## src/rtl/aes_pkg.sv

```systemverilog
// aes_pkg: AES-128 constants, key type, key-schedule FSM states and Rcon lookup
package aes_pkg;
  localparam int AES_NUM_ROUNDS = 10;
  localparam int AES_KEY_W = 128;
  typedef logic [AES_KEY_W-1:0] aes_key_t;
  typedef enum logic {IDLE, EXPAND} aes_state_e;
  localparam logic [79:0] RCON = 80'h01_02_04_08_10_20_40_80_1b_36;
  function automatic logic [7:0] aes_rcon(logic [3:0] r);
    return (r >= 4'd1 && r <= 4'd10) ? RCON[8*(10-int'(r)) +: 8] : 8'h00;
  endfunction
endpackage

```

## src/rtl/aes_sbox.sv

```systemverilog
// aes_sbox: combinational AES forward S-box (in_i byte -> out_o substituted byte)
module aes_sbox (
  input  logic [7:0] in_i,
  output logic [7:0] out_o
);
  localparam logic [2047:0] SBOX = {
    128'h637c777bf26b6fc53001672bfed7ab76, 128'hca82c97dfa5947f0add4a2af9ca472c0,
    128'hb7fd9326363ff7cc34a5e5f171d83115, 128'h04c723c31896059a071280e2eb27b275,
    128'h09832c1a1b6e5aa0523bd6b329e32f84, 128'h53d100ed20fcb15b6acbbe394a4c58cf,
    128'hd0efaafb434d338545f9027f503c9fa8, 128'h51a3408f929d38f5bcb6da2110fff3d2,
    128'hcd0c13ec5f974417c4a77e3d645d1973, 128'h60814fdc222a908846eeb814de5e0bdb,
    128'he0323a0a4906245cc2d3ac629195e479, 128'he7c8376d8dd54ea96c56f4ea657aae08,
    128'hba78252e1ca6b4c6e8dd741f4bbd8b8a, 128'h703eb5664803f60e613557b986c11d9e,
    128'he1f8981169d98e949b1e87e9ce5528df, 128'h8ca1890dbfe6426841992d0fb054bb16};
  assign out_o = SBOX[{~in_i, 3'b000} +: 8];
endmodule

```

## src/rtl/aes_key_expand.sv

```systemverilog
// aes_key_expand: iterative AES-128 key schedule; start/key_in in, 11-entry store read via rk_idx/round_key, rk_* stream out, busy/done/keys_valid status; zeroize port when AES_KEY_ZEROIZE_EN is defined
module aes_key_expand
  import aes_pkg::*;
#(
  parameter int NUM_ROUNDS = AES_NUM_ROUNDS,
  parameter int KEY_W = AES_KEY_W
) (
  input  logic             clk,
  input  logic             rst_n,
  input  logic             start,
  input  logic [KEY_W-1:0] key_in,
`ifdef AES_KEY_ZEROIZE_EN
  input  logic             zeroize,
`endif
  output logic             busy,
  output logic             done,
  output logic             keys_valid,
  input  logic [3:0]       rk_idx,
  output logic [KEY_W-1:0] round_key,
  output logic             rk_valid,
  output logic [KEY_W-1:0] rk_data,
  output logic [3:0]       rk_round
);
  aes_state_e state_q, state_d;
  logic [3:0] cnt_q, cnt_d, rk_round_q, rk_round_d, wr_idx;
  logic done_q, done_d, keys_valid_q, keys_valid_d, rk_valid_q, rk_valid_d;
  logic go, step, last, wr, zero;
  aes_key_t rk_data_q, rk_data_d, rk_d, nxt_key;
  aes_key_t store_q [NUM_ROUNDS+1];
  logic [31:0] rot_w, sub_w, w0, w1, w2, w3;
`ifdef AES_KEY_ZEROIZE_EN
  assign zero = zeroize;
`else
  assign zero = 1'b0;
`endif
  // rk_data_q always holds the previous round key while expanding, so it feeds the round function directly
  assign rot_w = {rk_data_q[23:0], rk_data_q[31:24]};
  for (genvar i = 0; i < 4; i++) begin : g_sbox
    aes_sbox u_sbox (.in_i(rot_w[8*i +: 8]), .out_o(sub_w[8*i +: 8]));
  end
  assign w0 = rk_data_q[127:96] ^ sub_w ^ {aes_rcon(cnt_q), 24'h0};
  assign w1 = rk_data_q[95:64] ^ w0;
  assign w2 = rk_data_q[63:32] ^ w1;
  assign w3 = rk_data_q[31:0] ^ w2;
  assign nxt_key = {w0, w1, w2, w3};
  assign go = state_q == IDLE && start;
  assign step = state_q == EXPAND;
  assign last = step && cnt_q == 4'(NUM_ROUNDS);
  assign wr = go || step;
  assign wr_idx = go ? 4'd0 : cnt_q;
  assign rk_d = go ? key_in : nxt_key;
  always_comb begin
    state_d = go ? EXPAND : last ? IDLE : state_q;
    cnt_d = go ? 4'd1 : last ? 4'd0 : step ? cnt_q + 4'd1 : cnt_q;
    done_d = last;
    keys_valid_d = go ? 1'b0 : last ? 1'b1 : keys_valid_q;
    rk_valid_d = wr;
    rk_data_d = wr ? rk_d : rk_data_q;
    rk_round_d = wr ? wr_idx : rk_round_q;
  end
  always_ff @(posedge clk) begin
    if (!rst_n || zero) begin
      state_q <= IDLE;
      cnt_q <= '0;
      done_q <= 1'b0;
      keys_valid_q <= 1'b0;
      rk_valid_q <= 1'b0;
      rk_data_q <= '0;
      rk_round_q <= '0;
      store_q <= '{default: '0};
    end else begin
      state_q <= state_d;
      cnt_q <= cnt_d;
      done_q <= done_d;
      keys_valid_q <= keys_valid_d;
      rk_valid_q <= rk_valid_d;
      rk_data_q <= rk_data_d;
      rk_round_q <= rk_round_d;
      if (wr) store_q[wr_idx] <= rk_d;
    end
  end
  assign busy = state_q == EXPAND;
  assign done = done_q;
  assign keys_valid = keys_valid_q;
  assign rk_valid = rk_valid_q;
  assign rk_data = rk_data_q;
  assign rk_round = rk_round_q;
  assign round_key = rk_idx <= 4'(NUM_ROUNDS) ? store_q[rk_idx] : '0;
endmodule

```

## config.mk

```make
export PLATFORM = sky130hd
export DESIGN_NAME = aes_key_expand
export DESIGN_NICKNAME = d
export VERILOG_FILES = /design/src/rtl/aes_pkg.sv /design/src/rtl/aes_sbox.sv /design/src/rtl/aes_key_expand.sv
export SDC_FILE = /design/constraint.sdc
export NUM_CORES = 2
export LEC_CHECK = 0
export BUFFER_PORTS_ARGS = -buffer_cell sky130_fd_sc_hd__buf_2
export CELL_PAD_IN_SITES_DETAIL_PLACEMENT = 0
export CELL_PAD_IN_SITES_GLOBAL_PLACEMENT = 2
export CORE_AREA = 2 2 469 471
export CTS_CLUSTER_DIAMETER = 120
export CTS_CLUSTER_SIZE = 20
export DETAILED_ROUTE_END_ITERATION = 16
export DIE_AREA = 0 0 471 473
export PLACE_DENSITY_LB_ADDON = 0.1
export SLEW_MARGIN = 15
export SYNTH_ARGS = -nofsm -noshare
export SYNTH_HDL_FRONTEND = slang
export SYNTH_SLANG_ARGS = --single-unit
```

## constraint.sdc

```tcl
create_clock -name clk -period 4.61 [get_ports clk]
set_clock_uncertainty 0.2 [all_clocks]
set_input_delay 0.2305 -clock clk [delete_from_list [all_inputs] [get_ports clk]]
set_output_delay 0.2305 -clock clk [all_outputs]
set_load 0.01 [all_outputs]
```

==> flow_summary.ini <==
[status]
status = finished, final reports clean

[detailed_routing]
drtPass1Iterations = 8
viasPerCell = 6.390
num_vias = 81800
drt_wl_total_um = 432300
drt_iter0_markers = 10190
post-route-drc-count = 0
drtAntennaViolNets = 0
post_drt_wl_per_cell_um = 33.77

[global_routing]
track_usage_pct = 37.17
use_met1_pct = 50.57
grt_pass1_wl_um = 601600
first_global_vias = 75600
grt_max_degree = 161
globalRouteOverflowTotal = 0
grt_util_met3_pct = 7.163
busiest_layer = met2
grt_use_met2_pct = 55.42
antenna_found_initial = 43

[synth]
synth_nets = 9956
synth_cell_types = 118
synthFlopType = dfxtp_1
async_flop_share_pct = 0
syn_area_um2 = 82440
seq_area_frac_synth_pct = 37.59
syn_avg_cell_area_um2 = 8.446
synth_edf_count = 0
synth-warning-count = 0
ys_ff_latch = 1548
synth_cells = 9761

[critical_path]
start_kind = flop
crit_slowest_cell = dfxtp_4
cpPeakStageDelay_ns = 0.70
arrival_ns = 5.04
end_kind = flop
worstPathMaxFanout = 37
crit_path_frequent_cell = buf_4
worstPathCellList = buf_12 > nand2b_1 > nand3_1 > o211a_1 > o311ai_1 > o21ai_0 > a31oi_2 > buf_4 > xnor3_1 > nor2_1 > a211oi_1 > buf_4
worstPathRequired_ns = 5.12
setup.worst_path.class = flop to flop

[placement]
dp_hpwl_um = 295400
numPortBuffers = 398
routabilityCongestion = 1.021

[final_layout]
drive_gt1_share_pct = 16.56
regArea_um2 = 31040
area.growth.synth_to_final_pct = 13.89
fin_nets = 10090
fillCellCount = 21730
multi_input_area_um2 = 46600
utilization_pct = 43.02

[timing]
rsz0062_at_grt = no
timing.hold.ws_ns = 0.07803
finalSetupTns_ns = 0
fmax_ghz = 0.2209
max_slew_margin_pct = 9.308
slew_violations = 0
finalCriticalPeriod_ns = 4.527
finalCritPeriodShare_pct = 98.19
tightest_slew_ns = 1.360
hold_violations = 0
setup_viol = 0

[power_and_ir_drop]
combPwrFrac_pct = 56.1
ir_worst_vdd_mv = 0.4876
power_frac_seq_pct = 28.0
p_int_mw = 28.14
power.switching_mw = 26.43
p_leak_nw = 34.12
power_density_nw_per_um2 = 581.2
p_clk_share_pct = 15.9
p_total_mw = 54.57
switching_share_pct = 48.44

[clock_tree]
clock_latency_ns = 0.82
clk_pin_slew_worst_paths_ns = 0.10
tritoncts = yes
clock-root-buffer = clkbuf_16
cts_buffers = 90
cts_buffer_depth = 3
clock-sinks = 1548
cts_max_level = 3

[floorplan]
die_height_um = 473
die_x_um = 471
rows = 172
io_pins = 399
dieArea_um2 = 222800
initial_core_util_pct = 37.78
core_um2 = 218200

[hold_path]
hold_path.class = input pin to flop

[flow_run]
drv_cap = 0
==> stage by stage <==
| stage | worst slack (ns) | instances | area, um2 |
|---|---|---|---|
| 6_report | 0.08328 | 12800 | 93890 |
| 4_1_cts | 0.08085 | 12780 | 93820 |
| 3_3_place_gp | -0.08048 | 12550 | 89990 |
| 2_1_floorplan | 0.4988 | 9761 | 82440 |
| 5_1_grt | 0.01214 | 12790 | 93850 |
| 3_5_place_dp | 0.1255 | 12550 | 90000 |
==> state kept, by name (all words and copies together) (netlist names) <==
signal	count
keys_valid	1
done	1
rk_valid	1
rk_data	128
busy	1
cnt_q	4
rk_round	4
store_q	1408
==> placed cells by master, fill, tap and decap left out, types with 158 or more instances in the layout <==
cell type  synthesis  final
dfxtp_1         1548   1526
a21oi_1         1063   1063
o21ai_0          951    950
nor2_1           894    886
nand2_1          643    635
buf_4             48    538
a211oi_1         448    448
nand3_1          425    424
buf_2            178    392
mux2i_1          336    335
mux4_2           283    283
nor3_1           179    175
o22ai_1          158    158
==> layout make-up <==
| cell class | count | area share, % |
|---|---|---|
| Antenna cell | 21 | 0.05597 |
| Clock buffer | 95 | 2.464 |
| Clock inverter | 11 | 0.2252 |
| Inverter | 59 | 0.2465 |
| Multi-Input combinational cell | 7008 | 49.63 |
| Sequential cell | 1548 | 33.06 |
| Tap cell | 2871 | 3.826 |
| Timing Repair Buffer | 1189 | 10.49 |
==> cells in the mapped netlist (30+ instances only) <==
| master | count | share of area [%] |
|---|---|---|
| a211oi_1 | 448 | 4.1 |
| a21oi_1 | 1063 | 6.5 |
| a311oi_1 | 39 | 0.41 |
| a31oi_1 | 98 | 0.74 |
| and2_1 | 58 | 0.44 |
| and3_1 | 45 | 0.34 |
| buf_1 | 85 | 0.39 |
| buf_2 | 178 | 1.1 |
| buf_4 | 48 | 0.44 |
| clkbuf_1 | 813 | 3.7 |
| dfxtp_1 | 1548 | 38 |
| ha_1 | 60 | 0.91 |
| inv_1 | 46 | 0.21 |
| mux2_2 | 34 | 0.46 |
| mux2i_1 | 336 | 4.1 |
| mux4_2 | 283 | 7.7 |
| nand2_1 | 643 | 2.9 |
| nand2b_1 | 135 | 1.0 |
| nand3_1 | 425 | 2.6 |
| nand4_1 | 33 | 0.25 |
| nor2_1 | 894 | 4.1 |
| nor2b_1 | 114 | 0.87 |
| nor3_1 | 179 | 1.1 |
| nor3b_1 | 31 | 0.28 |
| o211ai_1 | 74 | 0.67 |
| o21a_1 | 30 | 0.27 |
| o21ai_0 | 951 | 5.8 |
| o21ai_1 | 50 | 0.30 |
| o221ai_1 | 45 | 0.48 |
| o22ai_1 | 158 | 1.2 |
| o311ai_0 | 40 | 0.42 |
| o31ai_1 | 36 | 0.33 |
| or3_1 | 36 | 0.27 |
| xnor2_1 | 85 | 0.90 |
| xor2_1 | 44 | 0.47 |
==> worst paths after layout <==
kind                            slack [ns]                       from  cells after the start                         end
worst min-delay path                  0.08                 key_in[98]                      4  store_q[1378]$_SDFFE_PN0P_
worst min register to register        0.26  store_q[337]$_SDFFE_PN0P_                      2   store_q[337]$_SDFFE_PN0P_
worst max-delay path                  0.08   rk_data[19]$_SDFFE_PN0P_                     12    rk_data[25]$_SDFFE_PN0P_
worst max register to register        0.08   rk_data[19]$_SDFFE_PN0P_                     12    rk_data[25]$_SDFFE_PN0P_
==> cell families after synthesis <==
kind of cell | after synthesis | synth area share (%)
DFF | 1548 | 37.59
muxes | 654 | 12.29
xor gates and xnor gates | 173 | 2.480
AOI/OAI and AO/OA | 3390 | 25.19
buffers and inverters | 1205 | 6.176
and+or+nand+nor | 2731 | 15.36
adders and majority gates | 60 | 0.9106
==> timing repair <==
action                                  4_1_cts  5_1_grt
gates resized for setup                       0        4
endpoints found under the hold margin       449        0
hold buffers                                130        0
setup buffers                                 0        0
endpoints found under the setup margin        0       48
==> per-layer routing <==
| layer | routed length (um) | part of all wire (%) |
|---|---|---|
| met5 | 150 | 0.035 |
| met4 | 26700 | 6.2 |
| met3 | 36850 | 8.5 |
| met2 | 185200 | 43 |
| met1 | 183400 | 42 |
==> worst max-delay path, delay by kind of cell, from the launching register on <==
family,cells,cell delay [ns]
compound gates,5,1.19
simple gates,3,1.15
flops,1,0.70
buf+inv,3,0.64
xor+xnor,1,0.48
==> power by group through the flow <==
stage / clock, mW / combinational [mW] / sequential (mW)
floorplan: 0 / 13.9 / 14.8
global placement: 0 / 29.6 / 15.5
detailed placement: 0 / 29.4 / 15.5
CTS: 8.87 / 29.7 / 15.2
global route: 9.33 / 31.3 / 15.3
finish: 8.69 / 30.6 / 15.3
No activity file was read; power rests on OpenSTA's default activity.
